$ cat src/rtl/video_overlay_pkg.sv
`default_nettype none
// ============================================================================
//  Module   : video_overlay_pkg
//  Purpose  : Shared video types and constants for the overlay/sprite blocks.
//             Provides the RGB888 pixel type, the default coordinate width
//             and the blank-edge encoding ({previous, current}) used to
//             detect blanking transitions.
//  Revision : 1.0 - initial release
// ============================================================================
package video_overlay_pkg;

  typedef logic [23:0] rgb888_t;

  localparam int COORD_WIDTH_DEFAULT = 11;

  // Blank edge encoding: {previous sample, current sample}
  localparam logic [1:0] BLANK_FALL = 2'b10;
  localparam logic [1:0] BLANK_RISE = 2'b01;

  function automatic logic [1:0] blank_edge(input logic prev, input logic cur);
    return {prev, cur};
  endfunction

endpackage
`default_nettype wire

$ cat src/rtl/video_overlay_palette.sv
`default_nettype none
// ============================================================================
//  Module   : video_overlay_palette
//  Purpose  : Synchronous read-first palette RAM, one write port and one
//             read port. A write to the address being read in the same cycle
//             returns the previous contents.
//  Ports    : clock_i    - clock
//             wr_en_i    - write strobe
//             wr_addr_i  - write address
//             wr_data_i  - write RGB888 colour
//             rd_addr_i  - read address (sampled every cycle)
//             rd_data_o  - registered read data, one cycle after rd_addr_i
//  Revision : 1.0 - initial release
// ============================================================================
module video_overlay_palette
  import video_overlay_pkg::*;
#(
  parameter int PALETTE_BITS = 4
) (
  input  logic                    clock_i,
  input  logic                    wr_en_i,
  input  logic [PALETTE_BITS-1:0] wr_addr_i,
  input  rgb888_t                 wr_data_i,
  input  logic [PALETTE_BITS-1:0] rd_addr_i,
  output rgb888_t                 rd_data_o
);

  // Not reset: contents survive reset. The zero power-up state comes from
  // the device's RAM configuration defaults.
  rgb888_t mem_q [2**PALETTE_BITS];
  rgb888_t rd_data_q;

  // Read and write in one process so the read sees the pre-write value.
  always_ff @(posedge clock_i) begin
    if (wr_en_i) begin
      mem_q[wr_addr_i] <= wr_data_i;
    end
    rd_data_q <= mem_q[rd_addr_i];
  end

  assign rd_data_o = rd_data_q;

endmodule
`default_nettype wire

$ cat src/rtl/video_overlay_mixer.sv
`default_nettype none
// ============================================================================
//  Module   : video_overlay_mixer
//  Purpose  : Consumer end of the sprite overlay interface. Generates overlay
//             x/y, samples the overlay index/mask in the same cycle, resolves
//             the index through a writable palette and composites it over the
//             background stream with a 2-cycle pipeline. Keeps per-frame
//             opaque-pixel statistics.
//  Ports    : i_clock, i_reset_n            - clock, async active-low reset
//             i_video_hblank/vblank/data    - background timing and RGB
//             o_overlay_x/y/hblank/vblank   - coordinates/timing to sprites
//             i_overlay_data/mask           - sprite answer for current x/y
//             i_pal_write/index/color       - palette write port
//             i_hit_clear                   - clears sticky hit flag
//             o_video_data/hblank/vblank    - composited stream (2 cycles)
//             o_hit, o_hit_count            - hit statistics
//  Revision : 1.0 - initial release
// ============================================================================
module video_overlay_mixer
  import video_overlay_pkg::*;
#(
  parameter int PALETTE_BITS = 4,
  parameter int COORD_WIDTH  = COORD_WIDTH_DEFAULT
) (
  input  logic                    i_clock,
  input  logic                    i_reset_n,
  input  logic                    i_video_hblank,
  input  logic                    i_video_vblank,
  input  logic [23:0]             i_video_data,
  output logic [COORD_WIDTH-1:0]  o_overlay_x,
  output logic [COORD_WIDTH-1:0]  o_overlay_y,
  output logic                    o_overlay_hblank,
  output logic                    o_overlay_vblank,
  input  logic [7:0]              i_overlay_data,
  input  logic                    i_overlay_mask,
  input  logic                    i_pal_write,
  input  logic [PALETTE_BITS-1:0] i_pal_index,
  input  logic [23:0]             i_pal_color,
  input  logic                    i_hit_clear,
  output logic [23:0]             o_video_data,
  output logic                    o_video_hblank,
  output logic                    o_video_vblank,
  output logic                    o_hit,
  output logic [15:0]             o_hit_count
);

  // Edge history; valid_q masks the first cycle after reset so that a stale
  // reset value in the history registers is never read as an edge.
  logic valid_q, hb_prev_q, vb_prev_q;
  // Set at the first line start after reset; until then output is blanked.
  logic sync_q;

  logic [COORD_WIDTH-1:0] x_q, x_d, y_q, y_d;

  // Stage 1
  rgb888_t bg1_q;
  logic    act1_q, opq1_q, hb1_q, vb1_q;
  // Stage 2
  rgb888_t data2_q;
  logic    hb2_q, vb2_q;

  logic        hit_q;
  logic [15:0] cnt_q, hit_count_q;

  logic                    w_hb_fall, w_hb_rise, w_vb_rise;
  logic                    w_line_ok, w_active, w_opaque;
  logic [PALETTE_BITS-1:0] w_index;
  rgb888_t                 w_pal_color;

  assign w_index   = i_overlay_data[PALETTE_BITS-1:0];
  assign w_hb_fall = valid_q && (blank_edge(hb_prev_q, i_video_hblank) == BLANK_FALL);
  assign w_hb_rise = valid_q && (blank_edge(hb_prev_q, i_video_hblank) == BLANK_RISE);
  assign w_vb_rise = valid_q && (blank_edge(vb_prev_q, i_video_vblank) == BLANK_RISE);

  // The line-start cycle itself is already a valid pixel, hence the OR.
  assign w_line_ok = sync_q | (w_hb_fall & ~i_video_vblank);
  assign w_active  = ~i_video_hblank & ~i_video_vblank & w_line_ok;
  assign w_opaque  = w_active & i_overlay_mask & (w_index != '0);

  generate
    if (PALETTE_BITS < 8) begin : g_unused_index_bits
      logic w_unused_hi;
      assign w_unused_hi = ^i_overlay_data[7:PALETTE_BITS];
    end
  endgenerate

  always_comb begin
    x_d = x_q;
    y_d = y_q;
    if (i_video_hblank) begin
      x_d = '0;
    end else if (w_active) begin
      x_d = x_q + 1'b1;
    end
    if (i_video_vblank) begin
      y_d = '0;
    end else if (w_hb_rise) begin
      y_d = y_q + 1'b1;
    end
  end

  // Coordinates read as 0 in the blanking cycles themselves, not just after.
  assign o_overlay_x      = i_video_hblank ? '0 : x_q;
  assign o_overlay_y      = i_video_vblank ? '0 : y_q;
  assign o_overlay_hblank = i_video_hblank;
  assign o_overlay_vblank = i_video_vblank;

  video_overlay_palette #(
    .PALETTE_BITS(PALETTE_BITS)
  ) u_palette (
    .clock_i   (i_clock),
    .wr_en_i   (i_pal_write),
    .wr_addr_i (i_pal_index),
    .wr_data_i (i_pal_color),
    .rd_addr_i (w_index),
    .rd_data_o (w_pal_color)
  );

  always_ff @(posedge i_clock or negedge i_reset_n) begin
    if (!i_reset_n) begin
      valid_q     <= 1'b0;
      hb_prev_q   <= 1'b0;
      vb_prev_q   <= 1'b0;
      sync_q      <= 1'b0;
      x_q         <= '0;
      y_q         <= '0;
      bg1_q       <= '0;
      act1_q      <= 1'b0;
      opq1_q      <= 1'b0;
      hb1_q       <= 1'b1;
      vb1_q       <= 1'b1;
      data2_q     <= '0;
      hb2_q       <= 1'b1;
      vb2_q       <= 1'b1;
      hit_q       <= 1'b0;
      cnt_q       <= '0;
      hit_count_q <= '0;
    end else begin
      valid_q   <= 1'b1;
      hb_prev_q <= i_video_hblank;
      vb_prev_q <= i_video_vblank;
      if (w_hb_fall && !i_video_vblank) begin
        sync_q <= 1'b1;
      end
      x_q <= x_d;
      y_q <= y_d;

      // Stage 1: palette read is launched by the same edge (inside u_palette).
      bg1_q  <= i_video_data;
      act1_q <= w_active;
      opq1_q <= w_opaque;
      hb1_q  <= i_video_hblank | ~w_line_ok;
      vb1_q  <= i_video_vblank;

      // Stage 2
      data2_q <= act1_q ? (opq1_q ? w_pal_color : bg1_q) : '0;
      hb2_q   <= hb1_q;
      vb2_q   <= vb1_q;

      // Vblank forces non-active, so latch/clear never races an increment.
      if (w_vb_rise) begin
        hit_count_q <= cnt_q;
        cnt_q       <= '0;
      end else if (w_opaque && (cnt_q != 16'hFFFF)) begin
        cnt_q <= cnt_q + 16'd1;
      end

      if (w_opaque) begin
        hit_q <= 1'b1;
      end else if (i_hit_clear) begin
        hit_q <= 1'b0;
      end
    end
  end

  assign o_video_data   = data2_q;
  assign o_video_hblank = hb2_q;
  assign o_video_vblank = vb2_q;
  assign o_hit          = hit_q;
  assign o_hit_count    = hit_count_q;

endmodule
`default_nettype wire

$ cat config.mk
export PLATFORM = sky130hd
export DESIGN_NAME = video_overlay_mixer
export DESIGN_NICKNAME = d
export VERILOG_FILES = /design/src/rtl/video_overlay_pkg.sv /design/src/rtl/video_overlay_palette.sv /design/src/rtl/video_overlay_mixer.sv
export SDC_FILE = /design/constraint.sdc
export NUM_CORES = 1
export LEC_CHECK = 0
export ABC_AREA = 1
export BUFFER_PORTS_ARGS = -buffer_cell sky130_fd_sc_hd__buf_2
export CAP_MARGIN = 20
export CORE_UTILIZATION = 45
export DETAILED_ROUTE_END_ITERATION = 6
export PLACE_DENSITY = 0.66
export SKIP_CTS_REPAIR_TIMING = 1
export SLEW_MARGIN = 20
export SYNTH_ARGS = -nofsm -noshare
export SYNTH_HDL_FRONTEND = slang
export SYNTH_SLANG_ARGS = --single-unit
export TNS_END_PERCENT = 30
$ cat constraint.sdc
create_clock -name i_clock -period 2.64 [get_ports i_clock]
set_clock_uncertainty 0.05 [all_clocks]
set_input_delay 0.528 -clock i_clock [delete_from_list [all_inputs] [get_ports i_clock]]
set_output_delay 0.528 -clock i_clock [all_outputs]
set_load 0.1 [all_outputs]
-- Word-level counts from Yosys, hierarchy flattened
Memory sizes are Yosys's and may differ from the RTL's. A register that Yosys moved wholly into a read port is not among the register bits.
Index checks and enable logic that the tools add are counted.
- equality and inequality tests: 4
- bitwise gates (word level): 10
- $add $sub $neg: 3
- multiplexer cells: 14
- reductions and logical operators: 11
- operators by type and width (kind ; number):
    $mux W11 ; 6
    $mux W24 ; 2
    $mux W16 ; 2
    $add A11 B1 Y11 const B ; 2
    $add A16 B1 Y16 const B ; 1
    $ne A16 B16 Y1 const B ; 1
    $reduce_bool A2 Y1 ; 4
    $and A1 B1 Y1 ; 5
    $logic_and A1 B1 Y1 ; 5
    $eq A2 B1 Y1 const B ; 2
    $mux W1 ; 4
    $reduce_bool A4 Y1 ; 1
    $not A1 Y1 ; 3
    $eq A2 B2 Y1 const B ; 1
    $or A1 B1 Y1 ; 2
    $logic_not A1 Y1 ; 1
- memories kept: 1
- flip-flop bits (word level): 113
- logic and storage cells: 60
- input port bits: 67
- memory bits (writable): 384
- memory list (memory ; depth ; width ; rd ports ; clocked after memory_dff ; wr ports ; line ; RTL):
    u_palette.mem_q ; 16 ; 24 ; 1 ; 1 ; 1 ; video_overlay_palette.sv:30 ; rgb888_t mem_q [2**PALETTE_BITS];

-- Depth between registers and ports, before layout
Gate-level depths: netlist of run 1.
- depth in word-level cells: 10
- mapped depth: 11
- gate-level depth less buffers: 10

-- Hierarchy
From an unflattened synthesis of run 1, not the netlist that was laid out.
- cells, all modules: 2148
- area total of the unflattened synthesis: 21779.6 sq um
- modules (own cells, without submodules) (module ; sequential area each (sq um) ; cells each ; instances ; area an instance (sq um)):
    video_overlay_palette ; 12011.5 ; 1597 ; 1 ; 16951.3
    video_overlay_mixer ; 2832.7 ; 551 ; 1 ; 4828.4

-- Least setup slack after synthesis of run 1
Ideal clock, no wire load.
- path kind: in2out
- from: in i_video_hblank
- to: out o_overlay_x[10]
- path buffers: 1
- required time: 2.062 ns
- arrival time: 2.024 ns
- slack: 0.038 ns
- cell stages on the path: 2
- cell sequence: clkbuf_1 nor2_1
- cells in the longest elaborated chain, start to end: 1
- ends and longest elaborated chain (element ; line ; RTL):
    from (decl) ; video_overlay_mixer.sv:27 ; input logic i_video_hblank,
    $mux W11 ; video_overlay_mixer.sv:103 ; assign o_overlay_x = i_video_hblank ? '0 : x_q;
    to (decl) ; video_overlay_mixer.sv:30 ; output logic [COORD_WIDTH-1:0] o_overlay_x,
No other way between the ends.

-- Final worst setup path of run 1
- from: reg x_q[0]
- to: out o_overlay_x[0]
- cells in the longest elaborated chain, start to end: 1
- ends and longest elaborated chain (element ; line ; RTL):
    from (decl) ; video_overlay_mixer.sv:53 ; logic [COORD_WIDTH-1:0] x_q, x_d, y_q, y_d;
    from (signal assigned) ; video_overlay_mixer.sv:125 ; x_q <= '0;
    from (signal assigned) ; video_overlay_mixer.sv:145 ; x_q <= x_d;
    $mux W11 ; video_overlay_mixer.sv:103 ;
No other way between the ends.

==> qor.csv, run 1 <==
stage;metric;value;unit
grt;GR Util met1;29.5;%
finish;post-layout instance area;0.0238;mm²
finish;layout cells sized above 1;15.6;%
timing;Max Slew Vio Count;0;
floorplanning;chip width;215;µm
detailed_routing;routed via count;13300;
critical_path;Worst Setup Path Type;reg2out;
timing;Final Hold Fails;0;
placement;DP Wirelength;27.8;mm
timing;Setup violations, final;0;
status;status;finished, final reports clean;
placement;Placed Instance Area;0.0218;mm²
cts;CTS max path bufs;3;
logic_synthesis;Ys Warns;0;
min_path;WHS Endpoint;o_hit$_DFFE_PN0P_;
timing;Worst slew margin;48.7;%
logic_synthesis;syn_area_per_cell;11.9;µm²
logic_synthesis;leading area contributor after synthesis;edfxtp_1;
placement;IO Port Bufs;129;
cts;clock slew seen by the registers of the worst setup and hold paths;0.06;ns
finish;# nets final;1955;
grt;GR peak layer;met2;
detailed_routing;initial drt markers;1275;
grt;antenna violations before repair;5;
placement;RePlAce Congestion;0.874;
finish;most frequent cells in the layout;edfxtp_1, nor2_1, o21ai_0;
detailed_routing;First-pass DRT Iterations;6;
detailed_routing;DR vias/cell;5.29;
critical_path;Worst Reg-to-Reg Cells;9;
detailed_routing;Avg WL per Cell;19.2;µm
critical_path;data arrival time of the worst path;1.74;ns
critical_path;Critical R2R Launch;cnt_q[1]$_DFFE_PN0P_;
logic_synthesis;main area contributors after synthesis;edfxtp_1, dfrtp_1, nor2_1;
grt;met3 Use GR;4.50;%
logic_synthesis;Post-Synthesis Cells;1722;
floorplanning;CORE AREA;0.0445;mm²
timing;Hold WS;0.102;ns
grt;vias in the first global route;12900;
finish;most common cell after layout, fill and taps aside;edfxtp_1;
logic_synthesis;Synth top area share;56.4;%
grt;largest net degree at the start of global routing;138;
critical_path;Worst setup EP type;output pin;
logic_synthesis;Cell Area, Synth;0.0204;mm²
finish;Area growth, synth to finish;16.3;%
timing;fin crit period;2.31;ns
detailed_routing;drt drc;0;
detailed_routing;DRT antenna net count;0;
finish;layout filler cell count;3801;
grt;Tot GR Track Use;21.0;%
timing;RSZ-0062 raised after global routing;no;
critical_path;Critical Path Start;x_q[0]$_DFFE_PN0P_;
floorplanning;Die Y;215;µm
power_and_ir_drop;VDD IR-drop max;0.574;mV
flow_run;max cap viols;0;
cts;number of clock sinks seen by CTS;521;
logic_synthesis;Net Count, Synth;1792;
cts;TritonCTS Buffers;53;
timing;setup TNS;0;ns
critical_path;r2r setup slk;0.81;ns
min_path;Hold Startpoint;i_hit_clear;
floorplanning;die area;0.0463;mm²
logic_synthesis;post-synthesis sequential area ratio;72.7;%
cts;CTS H-tree depth;2;
power_and_ir_drop;leakage power;8.98;nW
min_path;Hold Crit Depth;2;
critical_path;Max FO, Critical Path;7;
cts;Clock Tree Root;clkbuf_16;
critical_path;Critical Path RT;2.06;ns
floorplanning;num ports;134;
timing;Period Utilization, post-route;87.7;%
grt;Congestion Overflow GR;0;
critical_path;CP Launch Type;flop;
power_and_ir_drop;pwr/cell area;741;mW/mm²
grt;global-route wire length before repair;74.1;mm
floorplanning;num rows;77;
timing;Tightest Pin Transition;0.769;ns
logic_synthesis;count of unique library cells instantiated by Yosys;35;
floorplanning;Initial Util;45.9;%
cts;CTS tree;yes;
timing;Max Clk Rate;432;MHz
critical_path;Reg2Reg Capture Point;cnt_q[15]$_DFFE_PN0P_;
grt;met2 usage;32.7;%
min_path;Hold Crit Class;in2reg;
logic_synthesis;Yosys reg bits;521;
cts;worst skew pair latency;0.61;ns
detailed_routing;WL final;48.5;mm
routing by layer:
metal  wire [µm]  vias to the layer above
met3        3310                       95
li1            -                     6352
met5          45                        -
met2       22500                      438
met4        1270                        8
met1       21400                     6454
flip-flops by register name (all words and copies together) (netlist names):
register	count
vb_prev_q	1
hb1_q	1
sync_q	1
y_q	11
o_hit	1
o_video_vblank	1
cnt_q	16
o_video_hblank	1
o_video_data	24
u_palette.mem_q	384
vb1_q	1
opq1_q	1
o_hit_count	16
hb_prev_q	1
x_q	11
valid_q	1
bg1_q	24
u_palette.rd_data_o	24
act1_q	1
where the power goes:
part,internal (mW),switching (mW),leakage [nW]
sequential,9.06,0.102,5.14
combinational,0.327,1.02,3.01
clock,4.03,3.06,0.821
critical path: stages, from the launching register on:
cell and delay, ns:
dfrtp_1 0.46, inv_1 0.08, nor2_1 0.14, buf_2 0.46
cell usage after synthesis (all sizes together):
master / n
or2: 8
dfrtp: 109
mux2i: 5
edfxtp: 384
nand4: 20
xor2: 8
ha: 3
nand2: 198
conb: 1
o22ai: 47
nor3: 9
buf: 48
dfstp: 4
clkbuf: 42
nand3: 46
a21oi: 15
o211ai: 48
o21ai: 245
xnor2: 1
dfxtp: 24
inv: 82
nand3b: 3
nor2: 372
worst max path at each step:
stage | endpoint | cells after the start
CTS | o_overlay_x[0] | 3
global route | o_overlay_x[0] | 3
finish | o_overlay_x[0] | 3
detailed placement | cnt_q[9]$_DFFE_PN0P_ | 9
global placement | cnt_q[14]$_DFFE_PN0P_ | 9
floorplan | o_overlay_x[10] | 2
area by class of cell:
| cell class | instances | area, µm² | area share [%] |
|---|---|---|---|
| Antenna cell | 1 | 2.50 | 0.0105 |
| Timing Repair Buffer | 198 | 1330 | 5.62 |
| Tap cell | 592 | 741 | 3.12 |
| Clock buffer | 70 | 1480 | 6.23 |
| Multi-Input combinational cell | 1029 | 4860 | 20.5 |
| Sequential cell | 521 | 14800 | 62.5 |
| Clock inverter | 28 | 179 | 0.753 |
| Inverter | 82 | 310 | 1.31 |
cell families (layout without fill, tap and decap cells):
| logic type | count (synthesis) | after routing | synth area share, % |
|---|---|---|---|
| buf+inv | 172 | 378 | 3.75 |
| simple gates | 656 | 656 | 13.1 |
| xor+xnor | 9 | 9 | 0.386 |
| other cells | 1 | 2 | 0.0184 |
| mux | 5 | 5 | 0.245 |
| compound gates | 355 | 355 | 9.63 |
| flops | 521 | 521 | 72.7 |
| fa+ha+maj | 3 | 3 | 0.184 |
metrics by stage:
step | power, mW | setup slack (ns) | utilization (%) | instances
after floorplan | 10.2 | 0.0380 | - | 1722
after global placement | 10.6 | 0.353 | 49.1 | 2397
after detailed placement | 10.6 | 0.340 | 49.1 | 2397
after CTS | 17.8 | 0.256 | 52.8 | 2495
after global routing | 18.2 | 0.171 | 53.4 | 2521
final | 17.6 | 0.325 | 53.4 | 2521
No activity file was read; power rests on OpenSTA's default activity.
==> run 2: changes to the inputs <==
--- a/config.mk
+++ b/config.mk
@@ -5,7 +5,6 @@
 export SDC_FILE = /design/constraint.sdc
 export NUM_CORES = 1
 export LEC_CHECK = 0
-export ABC_AREA = 1
 export BUFFER_PORTS_ARGS = -buffer_cell sky130_fd_sc_hd__buf_2
 export CAP_MARGIN = 20
 export CORE_UTILIZATION = 45
==> qor.csv, run 2 <==
stage;metric;value;unit;change
status;status;finished, final reports clean;;
timing;Period Utilization, post-route;87.7;%;about the same
logic_synthesis;Synth top area share;58.3;%;+1.8 points
floorplanning;die area;0.0448;mm²;-3.1%
min_path;Hold Startpoint;i_video_data[12];;
finish;layout filler cell count;3382;;-11%
finish;Largest Register;u_palette.mem_q;;
power_and_ir_drop;Reg power frac;51.9;%;-0.2 points
logic_synthesis;Post-synth EDFFs;384;;unchanged
detailed_routing;DR vias/cell;5.38;;+1.6%
finish;most frequent cells in the layout;edfxtp_1, buf_2, dfrtp_1;;
floorplanning;num ports;134;;unchanged
logic_synthesis;Async SR Flop Fraction;21.7;%;unchanged
logic_synthesis;main area contributors after synthesis;edfxtp_1, dfrtp_1, mux4_2;;
detailed_routing;initial drt markers;937;;-27%
timing;Max Slew Vio Count;0;;unchanged
finish;# nets final;1323;;-32%
critical_path;r2r setup slk;0.68;ns;-0.13 ns
power_and_ir_drop;switching portion of total power;21.6;%;-2.1 points
critical_path;Max FO, Critical Path;8;;+1
critical_path;Worst Reg-to-Reg Cells;6;;-3
power_and_ir_drop;VDD IR-drop max;0.440;mV;-23%
power_and_ir_drop;pwr/cell area;759;mW/mm²;+2.5%
finish;max FFs per register;384;;unchanged
logic_synthesis;leading area contributor after synthesis;edfxtp_1;;
detailed_routing;routed via count;10100;;-24%
placement;DP Wirelength;22.6;mm;-19%
floorplanning;num rows;76;;-1.3%
logic_synthesis;ys flop type;edfxtp_1;;
detailed_routing;highest routed layer;met5;;
grt;global-route wire length before repair;61.3;mm;-17%
power_and_ir_drop;clock power share;41.6;%;+1.3 points
detailed_routing;drt drc;0;;unchanged
logic_synthesis;count of unique library cells instantiated by Yosys;56;;+60%
logic_synthesis;top cells by count, synth;edfxtp_1, dfrtp_1, mux4_2, nand2_1, mux2i_1;;
floorplanning;Initial Util;45.8;%;-0.072 points
placement;RePlAce Congestion;0.772;;-12%
power_and_ir_drop;Int Power;13.8;mW;+3.0%
cts;number of clock sinks seen by CTS;521;;unchanged
logic_synthesis;Net Count, Synth;1153;;-36%
grt;Tot GR Track Use;18.5;%;-2.5 points
grt;antenna violations before repair;4;;-1
power_and_ir_drop;NetSw;3.81;mW;-8.9%
timing;Tightest Pin Transition;0.766;ns;-0.00342 ns
grt;largest net degree at the start of global routing;52;;-62%
detailed_routing;met2 wire length;19.6;mm;-13%
flow_run;max cap viols;0;;unchanged
critical_path;Critical R2R Launch;cnt_q[0]$_DFFE_PN0P_;;
critical_path;Worst Setup Path Type;reg2out;;
cts;clock slew seen by the registers of the worst setup and hold paths;0.06;ns;about the same
power_and_ir_drop;total power;17.6;mW;+0.21%
finish;Area growth, synth to finish;17.4;%;
detailed_routing;DRT antenna net count;0;;unchanged
critical_path;CP Launch Type;flop;;
min_path;Hold Crit Class;in2reg;;
floorplanning;chip width;212;µm;-1.6%
timing;Max Clk Rate;432;MHz;about the same
timing;fin crit period;2.31;ns;+0.0000580 ns
cts;TritonCTS Buffers;51;;-3.8%
power_and_ir_drop;combinational share of power;6.5;%;-1.1 points
cts;Clock Tree Root;clkbuf_16;;
critical_path;data arrival time of the worst path;1.74;ns;about the same
min_path;WHS Endpoint;bg1_q[12]$_DFF_PN0_;;
min_path;Hold Crit Depth;1;;-1
grt;Congestion Overflow GR;0;;unchanged
timing;Worst slew margin;49.0;%;+0.23 points
logic_synthesis;Cell Area, Synth;0.0198;mm²;-3.2%
placement;Placed Instance Area;0.0214;mm²;-1.8%
critical_path;Critical Path RT;2.06;ns;about the same
timing;RSZ-0062 raised after global routing;no;;
floorplanning;Die Y;212;µm;-1.6%
grt;vias in the first global route;10300;;-20%
detailed_routing;WL final;40.5;mm;-16%
finish;most common cell after layout, fill and taps aside;edfxtp_1;;
logic_synthesis;Post-Synthesis Cells;1083;;-37%
detailed_routing;First-pass DRT Iterations;5;;-1
timing;Hold WS;0.0163;ns;-0.0857 ns
detailed_routing;wl on met1;17.6;mm;-18%
logic_synthesis;most numerous cell in the Yosys netlist;edfxtp_1;;
critical_path;Worst setup EP type;output pin;;
cts;CTS H-tree depth;2;;unchanged
finish;layout cells sized above 1;28.0;%;+12 points
placement;IO Port Bufs;129;;unchanged
power_and_ir_drop;leakage power;8.43;nW;-6.1%
logic_synthesis;post-synthesis sequential area ratio;75.0;%;+2.4 points
detailed_routing;WL met3;2.41;mm;-27%
floorplanning;CORE AREA;0.0432;mm²;-3.0%
timing;Final Hold Fails;0;;unchanged
timing;Setup violations, final;0;;unchanged
critical_path;Reg2Reg Capture Point;cnt_q[9]$_DFFE_PN0P_;;
cts;CTS max path bufs;3;;unchanged
detailed_routing;Avg WL per Cell;21.6;µm;+12%
cts;worst skew pair latency;0.57;ns;-0.04 ns
logic_synthesis;syn_area_per_cell;18.3;µm²;+54%
finish;post-layout instance area;0.0232;mm²;-2.2%
logic_synthesis;Ys Warns;0;;unchanged
logic_synthesis;Yosys reg bits;521;;unchanged
finish;utilization after layout;53.8;%;+0.43 points
cts;CTS tree;yes;;
==> run 2: final cells by class <==
class | instances | area [µm²] | area share [%]
Antenna cell | 1 | 2.50 | 0.0108
Clock buffer | 67 | 1400 | 6.02
Clock inverter | 24 | 303 | 1.30
Inverter | 9 | 33.8 | 0.145
Multi-Input combinational cell | 498 | 4690 | 20.2
Sequential cell | 521 | 14800 | 63.9
Tap cell | 585 | 732 | 3.15
Timing Repair Buffer | 172 | 1220 | 5.27
==> run 2: cells by family (layout without fill, tap and decap cells) <==
family | count (synthesis) | in the layout | share of synthesized area [%]
flip-flops | 521 | 521 | 75.0
AND/OR/NAND/NOR | 223 | 223 | 5.93
multiplexers | 158 | 158 | 13.6
AO/OA/AOI/OAI | 100 | 100 | 3.07
buffers and inverters | 64 | 272 | 1.59
XOR/XNOR | 13 | 13 | 0.576
adder cells (fa/ha/maj) | 3 | 3 | 0.190
other | 1 | 2 | 0.0190
==> run 2: power by group through the flow <==
| stage | combinational (mW) | sequential (mW) | clock (mW) |
|---|---|---|---|
| final | 1.15 | 9.16 | 7.34 |
| after global routing | 1.24 | 9.17 | 7.77 |
| after CTS | 1.15 | 9.16 | 7.48 |
| after detailed placement | 1.15 | 9.32 | 0 |
| after global placement | 1.13 | 9.31 | 0 |
| after floorplan | 0.531 | 9.52 | 0 |
==> run 2: worst max path at each step <==
stage,start,endpoint,slack [ns],depth (start not counted)
6_report,x_q[2]$_DFFE_PN0P_,o_overlay_x[2],0.33,2
5_1_grt,x_q[2]$_DFFE_PN0P_,o_overlay_x[2],0.23,2
4_1_cts,x_q[2]$_DFFE_PN0P_,o_overlay_x[2],0.30,2
3_5_place_dp,i_overlay_data[1],cnt_q[9]$_DFFE_PN0P_,0.32,6
3_3_place_gp,i_overlay_data[1],u_palette.rd_data_o[19]$_DFF_P_,0.33,6
2_1_floorplan,i_pal_index[3],u_palette.mem_q[4][0]$_DFFE_PP_,-0.25,2
==> run 2: routing by layer <==
| layer | global-route usage [%] | vias to the layer above |
|---|---|---|
| met1 | 25.2 | 5180 |
| met4 | 5.35 | 6 |
| met5 | 0 | - |
| met3 | 3.52 | 69 |
| li1 | - | 4539 |
| met2 | 30.5 | 301 |
==> run 2: stage by stage <==
stage / setup slack, ns / TNS, ns / cells
after CTS: 0.304 / 0 / 1868
final: 0.325 / 0 / 1877
after floorplan: -0.254 / -10.39 / 1083
after detailed placement: 0.321 / 0 / 1777
after global placement: 0.327 / 0 / 1777
after global routing: 0.233 / 0 / 1876
==> run 2: critical path: stages, from the launching register on <==
cell and delay (ns):
dfrtp_1 0.49, nor2b_1 0.22, buf_2 0.45
==> run 3: changes to the inputs <==
==> constraint.sdc (replaced) <==
create_clock -name i_clock -period 2.3 [get_ports i_clock]
set_clock_uncertainty 0.05 [all_clocks]
set_input_delay 0.46 -clock i_clock [delete_from_list [all_inputs] [get_ports i_clock]]
set_output_delay 0.46 -clock i_clock [all_outputs]
set_load 0.1 [all_outputs]
==> qor.csv, run 3 (same netlist as run 2, synthesis figures left out) <==
stage;metric;value;unit;change
finish;Largest Register;u_palette.mem_q;;
power_and_ir_drop;switching portion of total power;22.1;%;+0.47 points
cts;clock slew seen by the registers of the worst setup and hold paths;0.06;ns;about the same
power_and_ir_drop;VDD IR-drop max;0.613;mV;+39%
power_and_ir_drop;Int Power;15.6;mW;+13%
cts;worst skew pair latency;0.57;ns;about the same
power_and_ir_drop;Reg power frac;52.4;%;+0.5 points
detailed_routing;DRT antenna net count;0;;unchanged
grt;antenna violations before repair;3;;-1
timing;setup TNS;0;ns;unchanged
cts;CTS H-tree depth;2;;unchanged
timing;Max Slew Vio Count;0;;unchanged
timing;Worst slew margin;58.7;%;+9.8 points
power_and_ir_drop;clock power share;40.9;%;-0.7 points
detailed_routing;drt drc;0;;unchanged
placement;RePlAce Congestion;0.788;;+2.1%
critical_path;Worst setup EP type;output pin;;
timing;fin crit period;2.22;ns;
floorplanning;die area;0.0448;mm²;unchanged
floorplanning;CORE AREA;0.0432;mm²;unchanged
cts;Clock Tree Root;clkbuf_16;;
floorplanning;num ports;134;;unchanged
cts;CTS tree;yes;;
grt;vias in the first global route;10200;;-1.3%
critical_path;CP Launch Type;flop;;
finish;max FFs per register;384;;unchanged
placement;IO Port Bufs;129;;unchanged
critical_path;slowest stage delay, CP;0.48;ns;about the same
flow_run;max cap viols;0;;unchanged
timing;final worst slack;0.0842;ns;-0.241 ns
critical_path;Worst Setup Path Type;reg2out;;
timing;Tightest Pin Transition;0.619;ns;-0.147 ns
cts;CTS max path bufs;3;;unchanged
grt;global-route wire length before repair;61.0;mm;-0.45%
detailed_routing;routed via count;10100;;+0.49%
power_and_ir_drop;NetSw;4.43;mW;+16%
finish;layout cells sized above 1;28.3;%;+0.24 points
finish;utilization after layout;54.4;%;+0.64 points
detailed_routing;First-pass DRT Iterations;5;;unchanged
grt;largest net degree at the start of global routing;65;;+25%
timing;Period Utilization, post-route;96.3;%;
detailed_routing;DR vias/cell;5.32;;-0.99%
cts;number of clock sinks seen by CTS;521;;unchanged
finish;Area growth, synth to finish;18.8;%;
detailed_routing;WL final;40.8;mm;+0.69%
floorplanning;chip width;212;µm;unchanged
detailed_routing;Avg WL per Cell;21.4;µm;-0.79%
power_and_ir_drop;leakage power;8.56;nW;+1.5%
floorplanning;Die Y;212;µm;unchanged
critical_path;Cell Chain, Critical Path;nor2b_1, buf_2;;
timing;Final Hold Fails;0;;unchanged
placement;DP Wirelength;23.2;mm;+2.5%
timing;RSZ-0062 raised after global routing;no;;
status;status;finished, final reports clean;;
finish;# nets final;1348;;+1.9%
power_and_ir_drop;combinational share of power;6.7;%;+0.2 points
critical_path;data arrival time of the worst path;1.71;ns;-0.03 ns
cts;TritonCTS Buffers;50;;-2.0%
finish;most frequent cells in the layout;edfxtp_1, buf_2, dfrtp_1;;
critical_path;Slowest-stage cell, CP;dfrtp_1;;
grt;Congestion Overflow GR;0;;unchanged
detailed_routing;initial drt markers;936;;-0.11%
placement;dpl ws;0.171;ns;-0.150 ns
timing;Hold WS;0.0281;ns;+0.0117 ns
finish;most common cell after layout, fill and taps aside;edfxtp_1;;
grt;Tot GR Track Use;18.4;%;-0.098 points
floorplanning;Initial Util;45.8;%;unchanged
critical_path;Max FO, Critical Path;8;;unchanged
timing;Setup violations, final;0;;unchanged
critical_path;Critical Path RT;1.79;ns;-0.27 ns
floorplanning;num rows;76;;unchanged
timing;Max Clk Rate;451;MHz;
power_and_ir_drop;pwr/cell area;854;mW/mm²;+13%
min_path;Hold Crit Class;in2reg;;
run 3: changes by cell type in the layout (fill, tap and decap cells not counted), moves of 2 or more:
cell / change
clkinv_1: +7
buf_4: +3
inv_6: +2
clkbuf_8: +2
dlygate4sd3_1: +17
clkbuf_16: -3
clkbuf_1: -7
buf_12: +6
clkinv_2: +2
run 3: layout make-up:
cell class / instances / area, µm²
antenna: 1 / 2.50
clock buffer: 59 / 1330
clock inverter: 34 / 335
fill: 3382 / 19700
inverter: 9 / 33.8
multi-input combinational: 498 / 4690
sequential: 521 / 14800
tap: 585 / 732
timing repair buffer: 198 / 1540
run 3: critical path, delay by kind of cell (launching register included):
kind	cells	cell delay, ns
and+or+nand+nor	1	0.20
DFF	1	0.48
buffers and inverters	1	0.45
run 3: path summary, 6_finish.rpt:
kind | end | from | slack (ns) | cells past startpoint
min | hb_prev_q$_DFF_PN0_ | i_video_hblank | 0.03 | 1
min reg2reg | o_video_hblank$_DFF_PN1_ | hb1_q$_DFF_PN1_ | 0.31 | 0
max | o_overlay_x[2] | x_q[2]$_DFFE_PN0P_ | 0.08 | 2
max reg2reg | cnt_q[9]$_DFFE_PN0P_ | cnt_q[0]$_DFFE_PN0P_ | 0.37 | 6
max in group asynchronous | vb1_q$_DFF_PN1_ | i_reset_n | 1.31 | 3
min in group asynchronous | y_q[7]$_DFFE_PN0P_ | i_reset_n | 0.27 | 2
run 3: metrics by stage:
step           area (µm²)  std cells  total power, mW
6_report            23500       1905             20.1
2_1_floorplan       19800       1083             11.5
5_1_grt             23500       1904             20.7
3_5_place_dp        21600       1786             12.0
3_3_place_gp        21600       1786             12.0
4_1_cts             23200       1879             20.2
run 3: routing by layer:
metal,vias up,GRT usage [%],share of wire (%)
met1,5240,25.4,45
met2,259,30.4,48
met3,52,3.43,5.1
met5,-,0,0.059
met4,4,4.55,1.6
li1,4589,-,-
run 3: power groups by stage:
stage	sequential, mW	clock [mW]	combinational, mW
after floorplan	10.9	0	0.610
after global placement	10.7	0	1.31
after detailed placement	10.7	0	1.33
after CTS	10.5	8.38	1.34
after global routing	10.5	8.71	1.45
final	10.5	8.22	1.35
